### config.mk
export PLATFORM = sky130hd
export DESIGN_NAME = seq_shifter
export DESIGN_NICKNAME = d
export VERILOG_FILES = /design/src/rtl/shifter_pkg.sv /design/src/rtl/shift_step.sv /design/src/rtl/seq_shifter.sv
export SDC_FILE = /design/constraint.sdc
export NUM_CORES = 1
export LEC_CHECK = 0
export CAP_MARGIN = 10
export CORE_MARGIN = 4
export CORE_UTILIZATION = 48
export CTS_CLUSTER_DIAMETER = 100
export CTS_CLUSTER_SIZE = 12
export DETAILED_ROUTE_END_ITERATION = 7
export HOLD_SLACK_MARGIN = 0.05
export PLACE_DENSITY = 0.77
export SETUP_SLACK_MARGIN = 0.2
export SYNTH_ARGS = -nofsm -noshare
export SYNTH_HDL_FRONTEND = slang
export SYNTH_SLANG_ARGS = --single-unit
### constraint.sdc
create_clock -name clk -period 2.1 [get_ports clk]
set_clock_uncertainty 0.15 [all_clocks]
set_input_delay 0.315 -clock clk [delete_from_list [all_inputs] [get_ports clk]]
set_output_delay 0.315 -clock clk [all_outputs]
set_load 0.05 [all_outputs]
### src/rtl/shifter_pkg.sv
// Shared encodings for the sequential shifter: operation modes and FSM states.
// Mode 11 is a rotate only when SEQ_SHIFTER_ROTATE_EN is defined.
package shifter_pkg;

  localparam int MODE_W = 2;

  typedef enum logic [MODE_W-1:0] {
    MODE_LSR = 2'b00,
    MODE_LSL = 2'b01,
    MODE_ASR = 2'b10,
    MODE_ROR = 2'b11
  } mode_e;

  typedef enum logic [1:0] {
    IDLE  = 2'b00,
    SHIFT = 2'b01,
    DONE  = 2'b10
  } state_e;

endpackage

### src/rtl/shift_step.sv
// One single-bit step of the selected shift mode (purely combinational).
// Rotate logic exists only when SEQ_SHIFTER_ROTATE_EN is defined; otherwise mode 11 acts as LSR.
module shift_step
  import shifter_pkg::*;
#(
  parameter int N = 8
) (
  input  logic [N-1:0] r,
  input  mode_e        mode,
  output logic [N-1:0] q
);

  always_comb begin
    q = {1'b0, r[N-1:1]};
    case (mode)
      MODE_LSL: q = {r[N-2:0], 1'b0};
      MODE_ASR: q = {r[N-1], r[N-1:1]};
`ifdef SEQ_SHIFTER_ROTATE_EN
      MODE_ROR: q = {r[0], r[N-1:1]};
`endif
      default:  q = {1'b0, r[N-1:1]};
    endcase
  end

endmodule

### src/rtl/seq_shifter.sv
// Multi-cycle shifter: one bit per clock, fixed latency of shamt+1 SHIFT cycles, then a one-cycle done.
// Optional rotate mode is enabled with the SEQ_SHIFTER_ROTATE_EN macro.
module seq_shifter
  import shifter_pkg::*;
#(
  parameter int N  = 8,
  parameter int SW = $clog2(N)
) (
  input  logic          clk,
  input  logic          rst,
  input  logic          start,
  input  logic [N-1:0]  A,
  input  logic [SW-1:0] shamt,
  input  logic [1:0]    mode,
  output logic [N-1:0]  C,
  output logic          busy,
  output logic          done
);

  state_e        state_reg, state_next;
  logic [N-1:0]  work_reg, work_next;
  logic [N-1:0]  c_reg, c_next;
  logic [SW-1:0] cnt_reg, cnt_next;
  mode_e         mode_reg, mode_next;
  logic [N-1:0]  step_q;

  shift_step #(.N(N)) u_step (
    .r    (work_reg),
    .mode (mode_reg),
    .q    (step_q)
  );

  always_ff @(posedge clk) begin
    if (rst) begin
      state_reg <= IDLE;
      work_reg  <= '0;
      c_reg     <= '0;
      cnt_reg   <= '0;
      mode_reg  <= MODE_LSR;
    end else begin
      state_reg <= state_next;
      work_reg  <= work_next;
      c_reg     <= c_next;
      cnt_reg   <= cnt_next;
      mode_reg  <= mode_next;
    end
  end

  always_comb begin
    state_next = state_reg;
    work_next  = work_reg;
    c_next     = c_reg;
    cnt_next   = cnt_reg;
    mode_next  = mode_reg;
    busy       = 1'b0;
    done       = 1'b0;
    case (state_reg)
      IDLE: begin
        if (start) begin
          work_next  = A;
          cnt_next   = shamt;
          mode_next  = mode_e'(mode);
          state_next = SHIFT;
        end
      end
      SHIFT: begin
        busy = 1'b1;
        if (cnt_reg != '0) begin
          work_next = step_q;
          cnt_next  = cnt_reg - SW'(1);
        end else begin
          // C is only updated here, so it stays stable for the whole operation.
          c_next     = work_reg;
          state_next = DONE;
        end
      end
      DONE: begin
        done       = 1'b1;
        state_next = IDLE;
      end
      default: state_next = IDLE;
    endcase
  end

  assign C = c_reg;

endmodule
# Word-level counts from Yosys, hierarchy flattened

Index checks and enable logic that the tools add are counted.

Add/sub/neg operators: 1
Equality and inequality tests: 8
Muxes and demuxes: 12
Bitwise gates (word level): 1
Reduce and logical (&&, ||, !) cells: 8

Operators by type and width:

| operator                                             | number |
|---|---|
| one-hot mux 8 bit (2 select lines)                   | 2 |
| two-way mux 8 bit                                    | 2 |
| != test 2 bit (second input constant)                | 4 |
| two-way mux 3 bit                                    | 2 |
| one-hot mux 3 bit (2 select lines)                   | 1 |
| AND reduction 2 bit                                  | 3 |
| equality test 2 x 1 -> 1 bit (second input constant) | 2 |
| equality test 2 bit (second input constant)          | 2 |
| two-way mux 2 bit                                    | 2 |
| one-hot mux 2 bit (2 select lines)                   | 1 |
| AND reduction 4 bit                                  | 1 |
| AND reduction 3 bit                                  | 1 |
| nonzero test 3 bit                                   | 1 |
| subtractor 3 x 1 -> 3 bit (second input constant)    | 1 |
| logical NOT 2 bit                                    | 1 |
| two-way mux 1 bit                                    | 2 |
| nonzero test 2 bit                                   | 1 |
| inverter 1 bit                                       | 1 |

Flip-flop bits (word level): 23
Input port bits: 16
Output and inout port bits: 10
Logic and storage cells: 36

# Logic depth before layout (Yosys ltp)

Gate-level depths: netlist of run 1.

Word-level depth: 4
Gate-level depth with buffers: 8

# Hierarchy

A second synthesis of run 1 with hierarchy kept.

Cell total of the unflattened synthesis: 115
Area, all modules: 1,159.9 um^2

Modules (own cells, without submodules):

| module      | instances | cells an instance | area an instance (um^2) |
|---|---|---|---|
| seq_shifter | 1         | 99                | 1,033.5 |
| shift_step  | 1         | 16                | 126.4 |

# Worst setup path after synthesis of run 1

No wires, ideal clock.

Kind: register to register
From: reg mode_reg[0]
To: reg work_reg[1]
Setup time: 0.117 ns
Data arrival time: 1.539 ns
Setup slack: 0.294 ns
Stages on the path, launching flop included: 7
Clock period less this slack: 1.806 ns
Path through: dfxtp_1 inv_1 ha_1 or2_1 clkbuf_1 a221o_1 a32o_1

Longest elaborated chain between the ends: 4
Elaborated cells between the ends (all ways): 5
Those cells by class: eq/ne (2); mux (3)

RTL lines:

| element                                                                    | RTL line          | text |
|---|---|---|
| from (decl)                                                                | seq_shifter.sv:24 | `mode_e mode_reg, mode_next;` |
| from (signal assigned)                                                     | seq_shifter.sv:45 | `mode_reg <= mode_next;` |
| equality test 2 bit / equality test 2 x 1 -> 1 bit (equally long branches) | shift_step.sv:15  | `case (mode)` |
| one-hot mux 8 bit (2 select lines) (*)                                     | shift_step.sv:15  |  |
| two-way mux 8 bit (*)                                                      | seq_shifter.sv:68 | `if (cnt_reg != '0) begin` |
| one-hot mux 8 bit (2 select lines) (*)                                     | seq_shifter.sv:57 | `case (state_reg)` |
| to (signal assigned)                                                       | seq_shifter.sv:42 | `work_reg <= work_next;` |
| to (decl)                                                                  | seq_shifter.sv:21 | `logic [N-1:0] work_reg, work_next;` |

Mark *: on every way between the ends. The rest lies on a longest branch, timed or not. The select of a mux whose other input is x is not followed.
A chain may end at the register's enable or synchronous reset.

# Worst setup path in the final report of run 1

From: reg cnt_reg[0]
To: reg cnt_reg[0]

Longest elaborated chain between the ends: 3
Elaborated cells between the ends (all ways): 6
Those cells by class: add/sub (1); eq/ne (1); mux (2); reduce/logical (2)

RTL lines:

| element                                                                          | RTL line                             | text |
|---|---|---|
| from (decl)                                                                      | seq_shifter.sv:23                    | `logic [SW-1:0] cnt_reg, cnt_next;` |
| from (signal assigned)                                                           | seq_shifter.sv:44                    | `cnt_reg <= cnt_next;` |
| subtractor 3 x 1 -> 3 bit / nonzero test 3 bit (equally long branches)           | seq_shifter.sv:70, seq_shifter.sv:68 |  |
| two-way mux 3 bit / != test 2 bit (equally long branches)                        | n/a                                  |  |
| one-hot mux 3 bit (2 select lines) / AND reduction 3 bit (equally long branches) | n/a                                  |  |

Several ways; a longest one is shown, not always the timed one. The select of a mux whose other input is x is not followed.

==> results.ini, run 1 <==
[clocking]
ctsHoldBuffers = 0
htree_levels = 1
cts_root_buf = clkbuf_4
clk_path_buf_depth = 2
cts_num_sinks = 23
cts-buffers-inserted = 3
cts_tree = done
clk_pin_slew_worst_paths_ns = 0.12
cts_setup_buffers = 0
clock_latency_ns = 0.30

[grt]
grt_pass1_vias = 908
grtUsageTotal_pct = 16.18
antenna_found_initial = 0
grt_pass1_wl_um = 4181
overflow = 0
grt_max_degree = 15

[synth]
synth_top_area_share_pct = 41.87
syn-cell-area_um2 = 1100
synthArstFlopShare_pct = 0
synthTopCellsByArea = dfxtp_1 (42%), nand2_1 (6.5%), a221o_1 (5.5%)
ys_warn_count = 0
synth_top_area_cell = dfxtp_1
ys_seq_area_share_pct = 41.87
netlist_instances = 124
synthFlopType = dfxtp_1
synth_seq_cells = 23
synth_edf_count = 0
syn_nets = 144
synth.most_common_cell = dfxtp_1
synth_commonest_cells = dfxtp_1 (23), nand2_1 (19), a21oi_1 (11)
synthDistinctLibCells = 32
synth_area_per_cell_um2 = 8.869

[setup_path]
cp.required_ns = 2.14
crit_arrival_ns = 1.88
reg2regPathDepth = 6
endpoint_kind = flop
path_class = flop to flop
crit_chain = inv_1 > ha_1 > nor2b_2 > a211o_2 > a221oi_1 > nor2_1
cp_num_buf_inv = 1
crit_fanout = 7
start_kind = flop
cpLargestDelayFamily = compound AO/OA/AOI/OAI gates
critPathMaxStageDelay_ns = 0.37
cpMaxStageDelayCell = dfxtp_2
path_depth = 6

[sta]
hold_violations = 0
fin_hold_ws_ns = 0.3127
drv_slew = 0
slew_headroom_pct = 67.10
post-route-period-util_pct = 87.33
layout_min_cycle_time_ns = 1.834
max_freq_mhz = 545.3
rsz0062_at_grt = no
worst_slew_pin_slew_ns = 0.4955
fin_tns_setup_ns = 0
finalSetupViolations = 0

[min_path]
hold_path_class = flop to flop
worstHoldPathCells = 2

[pwr]
p_leak_nw = 0.5983
ir_drop_v = 0.0004827
p_per_area_nw_per_um2 = 780.6
finalPower_mw = 1.105

[cells_and_area]
final-instance-count-excl-fill = 176
fin_nets = 169
fill_cells = 184
antenna_cells = 0
area_growth_pct = 28.67
drive_above_1_share_pct = 14.86

[routing]
dr.pass1.iters = 4
via_count = 971
avgRoutedWirePerCell_um = 14.22
drt_wl_total_um = 2503
drc = 0
avgViaCountPerCell = 5.517
ant_nets = 0
drt_iter0_markers = 26

[floorplanning]
rows = 17
pin_count = 26
initial_core_util_pct = 50.20
die-width_um = 55.87
core_area_um2 = 2191
die_y_um = 55.87
die_area_um2 = 3121

[placed_design]
place_congestion = 0.9184
placedCellCount = 172
port-buffer-count = 25
hpwl_um = 1898

[status]
status = complete, no violations

[job]
cap_viol_max_count = 0

per-layer routing:
metal / vias up / share of wire (%) / track usage, %
met5: - / 0 / 0
met3: 2 / 5.4 / 3.248
li1: 491 / - / -
met2: 24 / 47 / 25.84
met1: 454 / 47 / 22.33
met4: 0 / 0.68 / 4.068
cells in the final DEF, fill, tap and decap left out:
| cell | count |
|---|---|
| nor2b_2 | 2 |
| nor2b_1 | 3 |
| and2b_4 | 1 |
| a21oi_1 | 11 |
| mux2i_1 | 2 |
| inv_1 | 5 |
| a221o_1 | 6 |
| a21boi_0 | 1 |
| o21ai_0 | 1 |
| inv_2 | 1 |
| and2b_2 | 1 |
| nor2_2 | 2 |
| dfxtp_1 | 21 |
| or2_4 | 1 |
| clkbuf_1 | 1 |
| dlygate4sd2_1 | 8 |
| nor3_1 | 3 |
| nor2_1 | 9 |
| clkdlybuf4s50_1 | 15 |
| clkbuf_4 | 3 |
| buf_4 | 3 |
| dfxtp_2 | 2 |
| nand3_1 | 1 |
| a221oi_1 | 1 |
| a211oi_1 | 1 |
| ha_1 | 4 |
| a211oi_4 | 1 |
| a211o_2 | 1 |
| nand2b_4 | 1 |
| mux2_2 | 1 |
| a2111oi_2 | 1 |
| a311oi_1 | 1 |
| a32o_1 | 6 |
| nand2_1 | 19 |
| buf_12 | 1 |
| a21o_1 | 6 |
| and2_1 | 1 |
worst min-delay path: cells and delay by family (launching register included):
| kind | cells | cell delay [ns] |
|---|---|---|
| compound gates | 1 | 0.05 |
| flops | 1 | 0.32 |
| simple gates | 1 | 0.05 |
cell type report:
cell class,count,area [um2],area share (%)
repair buffers,27,262.8,18.57
well taps,28,35.03,2.476
multi-input cells,88,605.6,42.79
inverters,6,22.52,1.592
flip-flops and latches,23,462.9,32.71
clock buffers,4,26.28,1.857
logic make-up after synthesis:
kind of cell	share of synthesized area, %
flip-flops	41.87
adder cells (fa/ha/maj)	4.551
AND/OR/NAND/NOR	19.00
buffers and inverters	4.892
multiplexers	2.844
AO/OA/AOI/OAI	26.85
power breakdown:
group | switching [mW] | internal [mW]
logic | 0.200 | 0.169
registers | 0.0533 | 0.487
clock network | 0.122 | 0.0738
total | 0.375 | 0.729
per-stage QoR:
| step | setup slack, ns | utilization, % | area, um2 |
|---|---|---|---|
| floorplan | 0.2940 | - | 1100 |
| global placement | 0.2379 | 62.82 | 1376 |
| detailed placement | 0.1779 | 62.82 | 1376 |
| CTS | 0.2034 | 63.79 | 1398 |
| global route | 0.1444 | 64.59 | 1415 |
| finish | 0.2660 | 64.59 | 1415 |
path summary, 6_finish.rpt:
check	start	end	slack, ns
worst max-delay path	cnt_reg[0]	cnt_reg[0]	0.27
worst min-delay path	C[2]	C[2]	0.31
worst max register to register	cnt_reg[0]	cnt_reg[0]	0.27
worst min register to register	C[2]	C[2]	0.31
what timing repair did:
action / CTS / global route
setup endpoints to repair: 15 / 10
hold endpoints to repair: 0 / 0
pin swaps: 1 / 0
gates resized for setup: 10 / 5
No activity file was read; power rests on OpenSTA's default activity.
==> run 2, diff against run 1 <==
--- a/config.mk
+++ b/config.mk
@@ -7,13 +7,13 @@
 export LEC_CHECK = 0
 export CAP_MARGIN = 10
 export CORE_MARGIN = 4
-export CORE_UTILIZATION = 48
+export CORE_UTILIZATION = 51
+export CTS_BUF_LIST = sky130_fd_sc_hd__clkbuf_2 sky130_fd_sc_hd__clkbuf_4 sky130_fd_sc_hd__clkbuf_8
 export CTS_CLUSTER_DIAMETER = 100
 export CTS_CLUSTER_SIZE = 12
 export DETAILED_ROUTE_END_ITERATION = 7
 export HOLD_SLACK_MARGIN = 0.05
-export PLACE_DENSITY = 0.77
-export SETUP_SLACK_MARGIN = 0.2
+export PLACE_DENSITY = 0.82
 export SYNTH_ARGS = -nofsm -noshare
 export SYNTH_HDL_FRONTEND = slang
 export SYNTH_SLANG_ARGS = --single-unit
==> results.ini, run 2 (synthesis results as in run 1) <==
[status]
status = complete, no violations

[cells_and_area]
area_growth_pct = 27.76
drive_above_1_share_pct = 12.16  ; -2.7 points
antenna_cells = 0  ; unchanged
mostFrequentLayoutCells = dfxtp_1 (23), clkdlybuf4s50_1 (23), nand2_1 (19)
fin_nets = 169  ; unchanged
finalInstanceArea_um2 = 1405  ; -0.71%

[pwr]
comb_power_share_pct = 32.3  ; -1.0 points
p_sw_share_pct = 33.65  ; -0.32 points
ir_drop_v = 0.0005638  ; +17%
pwr-share-clk_pct = 19.7  ; +2.0 points
p_switching_uw = 373.1  ; -0.56%
p_seq_share_pct = 48.0  ; -0.9 points
p_per_area_nw_per_um2 = 789.1  ; +1.1%
p_leak_nw = 0.5567  ; -7.0%
power.internal_uw = 735.7  ; +0.85%

[sta]
rsz0062_at_grt = no
max_freq_mhz = 512.3  ; -6.0%
drv_slew = 0  ; unchanged
worst_slew_pin_slew_ns = 0.5081  ; +0.01265 ns
finalSetupViolations = 0  ; unchanged
slew_headroom_pct = 66.02  ; -1.1 points
layout_min_cycle_time_ns = 1.952  ; +0.1180 ns
hold_violations = 0  ; unchanged
post-route-period-util_pct = 92.95  ; +5.6 points
fin_tns_setup_ns = 0  ; unchanged

[grt]
grt_max_degree = 18  ; +3
antenna_found_initial = 0  ; unchanged
grt_pass1_wl_um = 4077  ; -2.5%
grtUsageTotal_pct = 19.36  ; +3.2 points
grt.busiest_layer = met2
grt_use_met2_pct = 31.67  ; +5.8 points
overflow = 0  ; unchanged
use_met1_pct = 23.22  ; +0.88 points
grtUsageMet3_pct = 5.995  ; +2.7 points
grt_pass1_vias = 910  ; +0.22%

[setup_path]
cpMaxStageDelayCell = clkdlybuf4s50_1
cp.required_ns = 1.63  ; -0.51 ns
cpLargestDelayFamily = buffers and inverters
crit_arrival_ns = 1.49  ; -0.39 ns
critPathMaxStageDelay_ns = 0.81  ; +0.44 ns
path_class = flop to primary output
crit_fanout = 2  ; -5
cp_num_buf_inv = 1  ; unchanged
crit_chain = clkdlybuf4s50_1
start_kind = flop
endpoint_kind = primary output

[floorplanning]
initial_core_util_pct = 54.94  ; +4.7 points
die-width_um = 54.44  ; -2.6%
pin_count = 26  ; unchanged
die_area_um2 = 2963  ; -5.1%
core_area_um2 = 2002  ; -8.6%
rows = 16  ; -1
die_y_um = 54.44  ; -2.6%

[placed_design]
place_congestion = 0.8517  ; -7.3%
place_area_um2 = 1375  ; about the same
port-buffer-count = 25  ; unchanged
hpwl_um = 1796  ; -5.4%

[clocking]
ctsHoldBuffers = 0  ; unchanged
post_cts_resize_count = 0  ; -10
clock_latency_ns = 0.31  ; about the same
clk_pin_slew_worst_paths_ns = 0.13  ; about the same
cts_tree = done
clk_path_buf_depth = 2  ; unchanged
htree_levels = 1  ; unchanged
cts_setup_buffers = 0  ; unchanged
cts_root_buf = clkbuf_4
cts-buffers-inserted = 3  ; unchanged
cts_num_sinks = 23  ; unchanged

[routing]
dr.pass1.iters = 4  ; unchanged
via_count = 976  ; +0.51%
drt_wl_total_um = 2463  ; -1.6%
drt_iter0_markers = 25  ; -3.8%
drc = 0  ; unchanged
avgViaCountPerCell = 5.577  ; +1.1%
ant_nets = 0  ; unchanged
avgRoutedWirePerCell_um = 14.07  ; -1.0%

[min_path]
hold_path_class = flop to flop

[job]
cap_viol_max_count = 0  ; unchanged

-- run 2: cell count changes in the layout (fill, tap and decap cells not counted), sizes merged --
cell	previous run	this run
clkdlybuf4s50	15	23
dlygate4sd2	8	0
-- run 2: cell type report --
cell class	instances	area (um2)
Clock buffer	4	30.03
Fill cell	170	596.8
Inverter	6	22.52
Multi-Input combinational cell	88	585.6
Sequential cell	23	460.4
Tap cell	27	33.78
Timing Repair Buffer	27	272.8
-- run 2: final timing paths --
path	startpoint	endpoint	slack, ns	depth (start not counted)
max	C[3]	C[3]	0.15	1
min	C[4]	C[4]	0.31	2
max reg2reg	cnt_reg[0]	work_reg[5]	0.20	6
min reg2reg	C[4]	C[4]	0.31	2
-- run 2: power groups by stage --
stage / Sequential, mW / Clock, mW / Combinational, mW
CTS: 0.532 / 0.223 / 0.359
detailed placement: 0.542 / 0 / 0.357
floorplan: 0.554 / 0 / 0.240
global route: 0.540 / 0.244 / 0.395
finish: 0.533 / 0.218 / 0.358
global placement: 0.541 / 0 / 0.352
-- run 2: per-stage QoR --
step	hold WS, ns	util [%]	instances	setup slack, ns	power, mW
floorplan	0.2955	-	124	0.2940	0.7940
finish	0.3121	70.19	175	0.1480	1.109
detailed placement	0.2991	68.69	171	0.1896	0.8987
global placement	0.2928	68.69	171	0.1813	0.8923
global route	0.3375	70.19	175	0.02108	1.179
CTS	0.3158	70.19	175	0.1400	1.114
-- run 2: routing by layer --
layer | vias up | part of all wire, %
met3 | 10 | 5.4
met4 | 0 | 2.6
met2 | 25 | 48
met5 | - | 0
met1 | 452 | 44
li1 | 489 | -
==> run 3, diff against run 2 <==
--- a/config.mk
+++ b/config.mk
@@ -7,13 +7,13 @@
 export LEC_CHECK = 0
 export CAP_MARGIN = 10
 export CORE_MARGIN = 4
-export CORE_UTILIZATION = 51
+export CORE_UTILIZATION = 46
 export CTS_BUF_LIST = sky130_fd_sc_hd__clkbuf_2 sky130_fd_sc_hd__clkbuf_4 sky130_fd_sc_hd__clkbuf_8
 export CTS_CLUSTER_DIAMETER = 100
 export CTS_CLUSTER_SIZE = 12
 export DETAILED_ROUTE_END_ITERATION = 7
 export HOLD_SLACK_MARGIN = 0.05
-export PLACE_DENSITY = 0.82
+export PLACE_DENSITY = 0.78
 export SYNTH_ARGS = -nofsm -noshare
 export SYNTH_HDL_FRONTEND = slang
 export SYNTH_SLANG_ARGS = --single-unit
==> constraint.sdc (replaced) <==
create_clock -name clk -period 1.7 [get_ports clk]
set_clock_uncertainty 0.15 [all_clocks]
set_input_delay 0.255 -clock clk [delete_from_list [all_inputs] [get_ports clk]]
set_output_delay 0.255 -clock clk [all_outputs]
set_load 0.05 [all_outputs]
==> results.ini, run 3 (synthesis results as in run 1) <==
[sta]
setup_ws_ns = -0.04285  ; -0.1908 ns
finalSetupViolations = 2  ; +2
hold_violations = 0  ; unchanged
drv_slew = 0  ; unchanged
worst_slew_pin_slew_ns = 0.4641  ; -0.04403 ns
fin_hold_ws_ns = 0.3134  ; +0.001271 ns
rsz0062_at_grt = yes
slew_headroom_pct = 69.00  ; +3.0 points
fin_tns_setup_ns = -0.05056  ; -0.05056 ns
max_freq_mhz = 573.8
layout_min_cycle_time_ns = 1.743
post-route-period-util_pct = 102.5

[floorplanning]
core_area_um2 = 2233  ; +12%
die_area_um2 = 3237  ; +9.2%
die-width_um = 56.90  ; +4.5%
initial_core_util_pct = 49.24  ; -5.7 points
die_y_um = 56.90  ; +4.5%
rows = 17  ; +1
pin_count = 26  ; unchanged

[clocking]
clock_latency_ns = 0.30  ; about the same
ctsHoldBuffers = 0  ; unchanged
cts_num_sinks = 23  ; unchanged
htree_levels = 1  ; unchanged
cts-buffers-inserted = 3  ; unchanged
clk_path_buf_depth = 2  ; unchanged
cts_tree = done
cts_root_buf = clkbuf_4
clk_pin_slew_worst_paths_ns = 0.13  ; about the same

[routing]
ant_nets = 0  ; unchanged
via_count = 1085  ; +11%
dr.pass1.iters = 4  ; unchanged
drt_wl_total_um = 3031  ; +23%
avgRoutedWirePerCell_um = 15.87  ; +13%
drt_iter0_markers = 44  ; +76%
drc = 0  ; unchanged
avgViaCountPerCell = 5.681  ; +1.9%

[cells_and_area]
final_common_cell = buf_4
seq_area_um2 = 467.9  ; +1.6%
multi_input_area_um2 = 675.6  ; +15%
fill_cells = 162  ; -4.7%
area_growth_pct = 45.51
finalInstanceArea_um2 = 1600  ; +14%
mostFrequentLayoutCells = buf_4 (25), dfxtp_1 (19), nand2_1 (19)
fin_nets = 184  ; +8.9%
antenna_cells = 0  ; unchanged
finish.utilization_pct = 71.65  ; +1.5 points
drive_above_1_share_pct = 34.97  ; +23 points

[setup_path]
rr_startpoint = cnt_reg[1]
cpLargestDelayFamily = compound AO/OA/AOI/OAI gates
cp.required_ns = 1.76  ; +0.13 ns
crit_fanout = 6  ; +4
reg2regPathDepth = 7  ; +1
path_class = flop to flop
cpMaxStageDelayCell = dfxtp_2
cp_num_buf_inv = 2  ; +1
start_kind = flop
crit_arrival_ns = 1.80  ; +0.31 ns
endpoint_kind = flop
reg2reg_to = cnt_reg[0]
regToRegSetupSlack_ns = -0.04  ; -0.24 ns
crit_chain = inv_2 > ha_4 > nor2b_4 > buf_6 > a211o_4 > a221oi_2 > nor2_1
critPathMaxStageDelay_ns = 0.36  ; -0.45 ns

[job]
cap_viol_max_count = 0  ; unchanged

[placed_design]
dp_slack_ns = -0.1165  ; -0.3061 ns
place_area_um2 = 1448  ; +5.3%
place_congestion = 0.9015  ; +5.8%
port-buffer-count = 25  ; unchanged
hpwl_um = 2086  ; +16%

[grt]
grtUsageTotal_pct = 18.70  ; -0.66 points
overflow = 0  ; unchanged
grt_max_degree = 15  ; -3
grt_pass1_wl_um = 4871  ; +19%
antenna_found_initial = 0  ; unchanged
grt_pass1_vias = 1060  ; +16%

[status]
status = finished with violations
violations = setup timing

[min_path]
hold_path_class = flop to flop
worstHoldPathCells = 2  ; unchanged
holdCritStartpoint = C[2]
hold_end = C[2]

[pwr]
ir_drop_v = 0.0008038  ; +43%
p_leak_nw = 0.6687  ; +20%
p_per_area_nw_per_um2 = 980.1  ; +24%

-- run 3: cell types whose count changed in the layout (fill, tap and decap cells not counted), moves of 2 or more --
cell / change
nor2b_1: -2
ha_1: -2
ha_4: +2
nor3_2: +2
clkdlybuf4s50_1: -8
inv_1: -3
dfxtp_2: +3
nor2b_4: +2
inv_2: +3
buf_4: +22
nor3_1: -2
dfxtp_1: -4
-- run 3: power by group --
group,switching (mW),leakage [nW],internal [mW]
Sequential,0.0638,0.190,0.603
Combinational,0.316,0.460,0.321
Clock,0.158,0.0184,0.107
Total,0.538,0.669,1.03
-- run 3: per-layer routing --
| layer | global-route usage, % | vias up | wire length (um) |
|---|---|---|---|
| met2 | 31.81 | 58 | 1515 |
| met4 | 5.298 | 0 | 95 |
| met3 | 4.368 | 10 | 231 |
| met1 | 23.29 | 498 | 1188 |
| met5 | 0 | - | 0 |
| li1 | - | 519 | - |
-- run 3: repair_timing --
action                                 CTS  global route
setup endpoints to repair               18            14
setup buffers                            0             4
gates resized for setup                  7            15
endpoints found under the hold margin    0             0
pin swaps                                2             6
-- run 3: worst reg2reg max path, cell delays in order, from the launching register on --
cell and delay, ns:
dfxtp_2 0.36, inv_2 0.05, ha_4 0.15, nor2b_4 0.15, buf_6 0.13, a211o_4 0.33, a221oi_2 0.26, nor2_1 0.07
-- run 3: stage by stage --
step	power [mW]	cells
6_report	1.568	191
5_1_grt	1.654	191
4_1_cts	1.476	187
3_5_place_dp	1.185	183
3_3_place_gp	1.165	183
2_1_floorplan	0.9880	124
-- run 3: how the worst max path moves through the flow --
stage / startpoint / end / cells after the start / slack, ns
2_1_floorplan: mode_reg[0] / work_reg[1] / 6 / -0.05
3_3_place_gp: start / work_reg[3] / 5 / -0.09
3_5_place_dp: start / work_reg[1] / 5 / -0.12
4_1_cts: cnt_reg[0] / cnt_reg[0] / 7 / -0.05
5_1_grt: cnt_reg[1] / cnt_reg[0] / 7 / -0.08
6_report: cnt_reg[1] / cnt_reg[0] / 7 / -0.04
-- run 3: final cells by class --
cell class / count / share of cell area [%]
multi-input combinational: 88 / 42.22
sequential: 23 / 29.24
timing repair buffer: 42 / 23.06
tap: 28 / 2.189
clock buffer: 4 / 1.876
inverter: 6 / 1.407
==> variant (config.mk and constraints of run 2) <==
Re-encode `state_e` (3 states) as one-hot, 3 bits wide.
--- a/src/rtl/shifter_pkg.sv
+++ b/src/rtl/shifter_pkg.sv
@@ -11,10 +11,10 @@
     MODE_ROR = 2'b11
   } mode_e;
 
-  typedef enum logic [1:0] {
-    IDLE  = 2'b00,
-    SHIFT = 2'b01,
-    DONE  = 2'b10
+  typedef enum logic [2:0] {
+    IDLE  = 3'b001,
+    SHIFT = 3'b010,
+    DONE  = 3'b100
   } state_e;
 
 endpackage
Behaviour: no difference found for any inputs over 10 cycles, from zero or initial values and one cycle with rst high; not proved beyond that.
==> variant against run 2 <==
Design area up 2.2%; fmax down 3.3%; via count up 0.82%; wire length up 4.3%; highest routed layer unchanged; sequential cell count up 1; die area up 0.59%; area after synthesis up 0.68%; core utilization up 1.6 points; sequential share of layout area up 0.68 points; count of clock-buffer cells in the layout down 1; worst setup slack worse by 0.067 ns.
Power is not compared: it rests on default switching activity, and its combinational part moved more than twofold at a synthesized area within 25%.
==> variant: results (changes against run 2) <==
[detailed_routing]
dr.pass1.iters = 4  ; unchanged
wl_met1_um = 1213  ; +11%
dr_wl_met3_um = 130  ; -1.5%
routed_wl_um = 2570  ; +4.3%
vias = 984  ; +0.82%
dr_wl_met2_um = 1199  ; +2.0%
wl_per_cell_um = 14.44  ; +2.6%
top_layer_used = met4
drt_iter0_drc = 13  ; -48%

[clock_tree]
cts.htree.levels = 1  ; unchanged
clockRootBuffer = clkbuf_4
numCtsBuffers = 3  ; unchanged

[global_route]
grt_max_degree = 15  ; -3
track_usage = 0.2042  ; +0.01057
grt_pass1_vias = 893  ; -1.9%
grt_first_pass_wirelength_um = 4284  ; +5.1%
grt_antenna_before_repair = 0  ; unchanged
globalRoute.totalOverflow = 0  ; unchanged

[finish]
drive_gt1_frac = 0.08609  ; -0.03553
fillers = 167  ; -1.8%
regArea_um2 = 480.5  ; +4.3%

[hold_path]
holdCritPathClass = reg -> reg

[critical_path]
r2r_setup_slack_ns = 0.11  ; -0.09 ns
path_max_fanout = 6  ; +4
r2r_end = work_reg[6]
critPathLaunch = state_reg[1]
arrival_ns = 1.55  ; +0.06 ns
endpoint = busy
r2r-start = mode_reg[0]

[timing]
finalCriticalPeriod_ns = 2.019  ; +0.06655 ns
slew_headroom = 0.6443  ; -0.01588

[run_status]
outcome = complete, no violations

[synthesis]
ys_seq_area_frac = 0.4339  ; +0.01524
syn_nets = 145  ; +0.69%
ys_types = 31  ; -3.1%
yosys_warnings = 0  ; unchanged
synthTopCellsByCount = nor2_1 (27), dfxtp_1 (24), mux2i_1 (8), nand2_1 (8), a21oi_1 (7)
synthTopCellsByArea = dfxtp_1 (43%), nor2_1 (9.2%), mux2i_1 (7.2%), a221oi_1 (4.7%), a22o_1 (4.7%)
syn_avg_cell_area_um2 = 8.858  ; -0.12%

[placement]
portBuffers = 25  ; unchanged
hpwl_um = 1814  ; +1.0%
gp_congestion = 0.8374  ; -1.7%
placed_cell_area_um2 = 1384  ; +0.64%
place_ws_ns = 0.1444  ; -0.04525 ns
dp_cells = 174  ; +1.8%

[power_and_ir_drop]
p_leak_nw = 0.6187

## variant: power by group
part / total (mW) / leakage, nW / internal, mW / switching, mW
Combinational: 0.146 / 0.395 / 0.0721 / 0.0742
Clock: 0.340 / 0.0279 / 0.193 / 0.147
Sequential: 0.504 / 0.196 / 0.480 / 0.0241
## variant: cells by family (layout without fill, tap and decap cells)
family / after synthesis / count (layout) / synth area share
simple gates: 48 / 48 / 0.2023
compound gates: 29 / 29 / 0.1921
buf+inv: 12 / 38 / 0.05423
flops: 24 / 24 / 0.4339
fa+ha+maj: 4 / 4 / 0.04520
mux: 8 / 8 / 0.07232
## variant: worst min path at each step
stage	from	to	slack, ns	cells past startpoint
2_1_floorplan	cnt_reg[1]	cnt_reg[1]	0.28	2
3_3_place_gp	cnt_reg[1]	cnt_reg[1]	0.30	2
3_5_place_dp	cnt_reg[1]	cnt_reg[1]	0.32	2
4_1_cts	cnt_reg[1]	cnt_reg[1]	0.34	2
5_1_grt	cnt_reg[1]	cnt_reg[1]	0.36	2
6_report	cnt_reg[1]	cnt_reg[1]	0.33	2
## variant: layout make-up
cell class,count,area share
Inverter,6,0.01568
Multi-Input combinational cell,89,0.3946
Tap cell,27,0.02352
Timing Repair Buffer,28,0.1951
Clock inverter,1,0.02091
Sequential cell,24,0.3345
Clock buffer,3,0.01568
## variant: worst max-delay path, stage by stage, from the launching register on
cell	delay, ns
dfxtp_1	0.43
or3b_1	0.40
clkinv_1	0.11
buf_4	0.16
buf_12	0.14
## variant: routing by layer
layer / vias to the layer above / global-route usage
met5: - / 0
met2: 31 / 0.3307
met1: 458 / 0.2727
met3: 4 / 0.03542
li1: 491 / -
met4: 0 / 0.06639
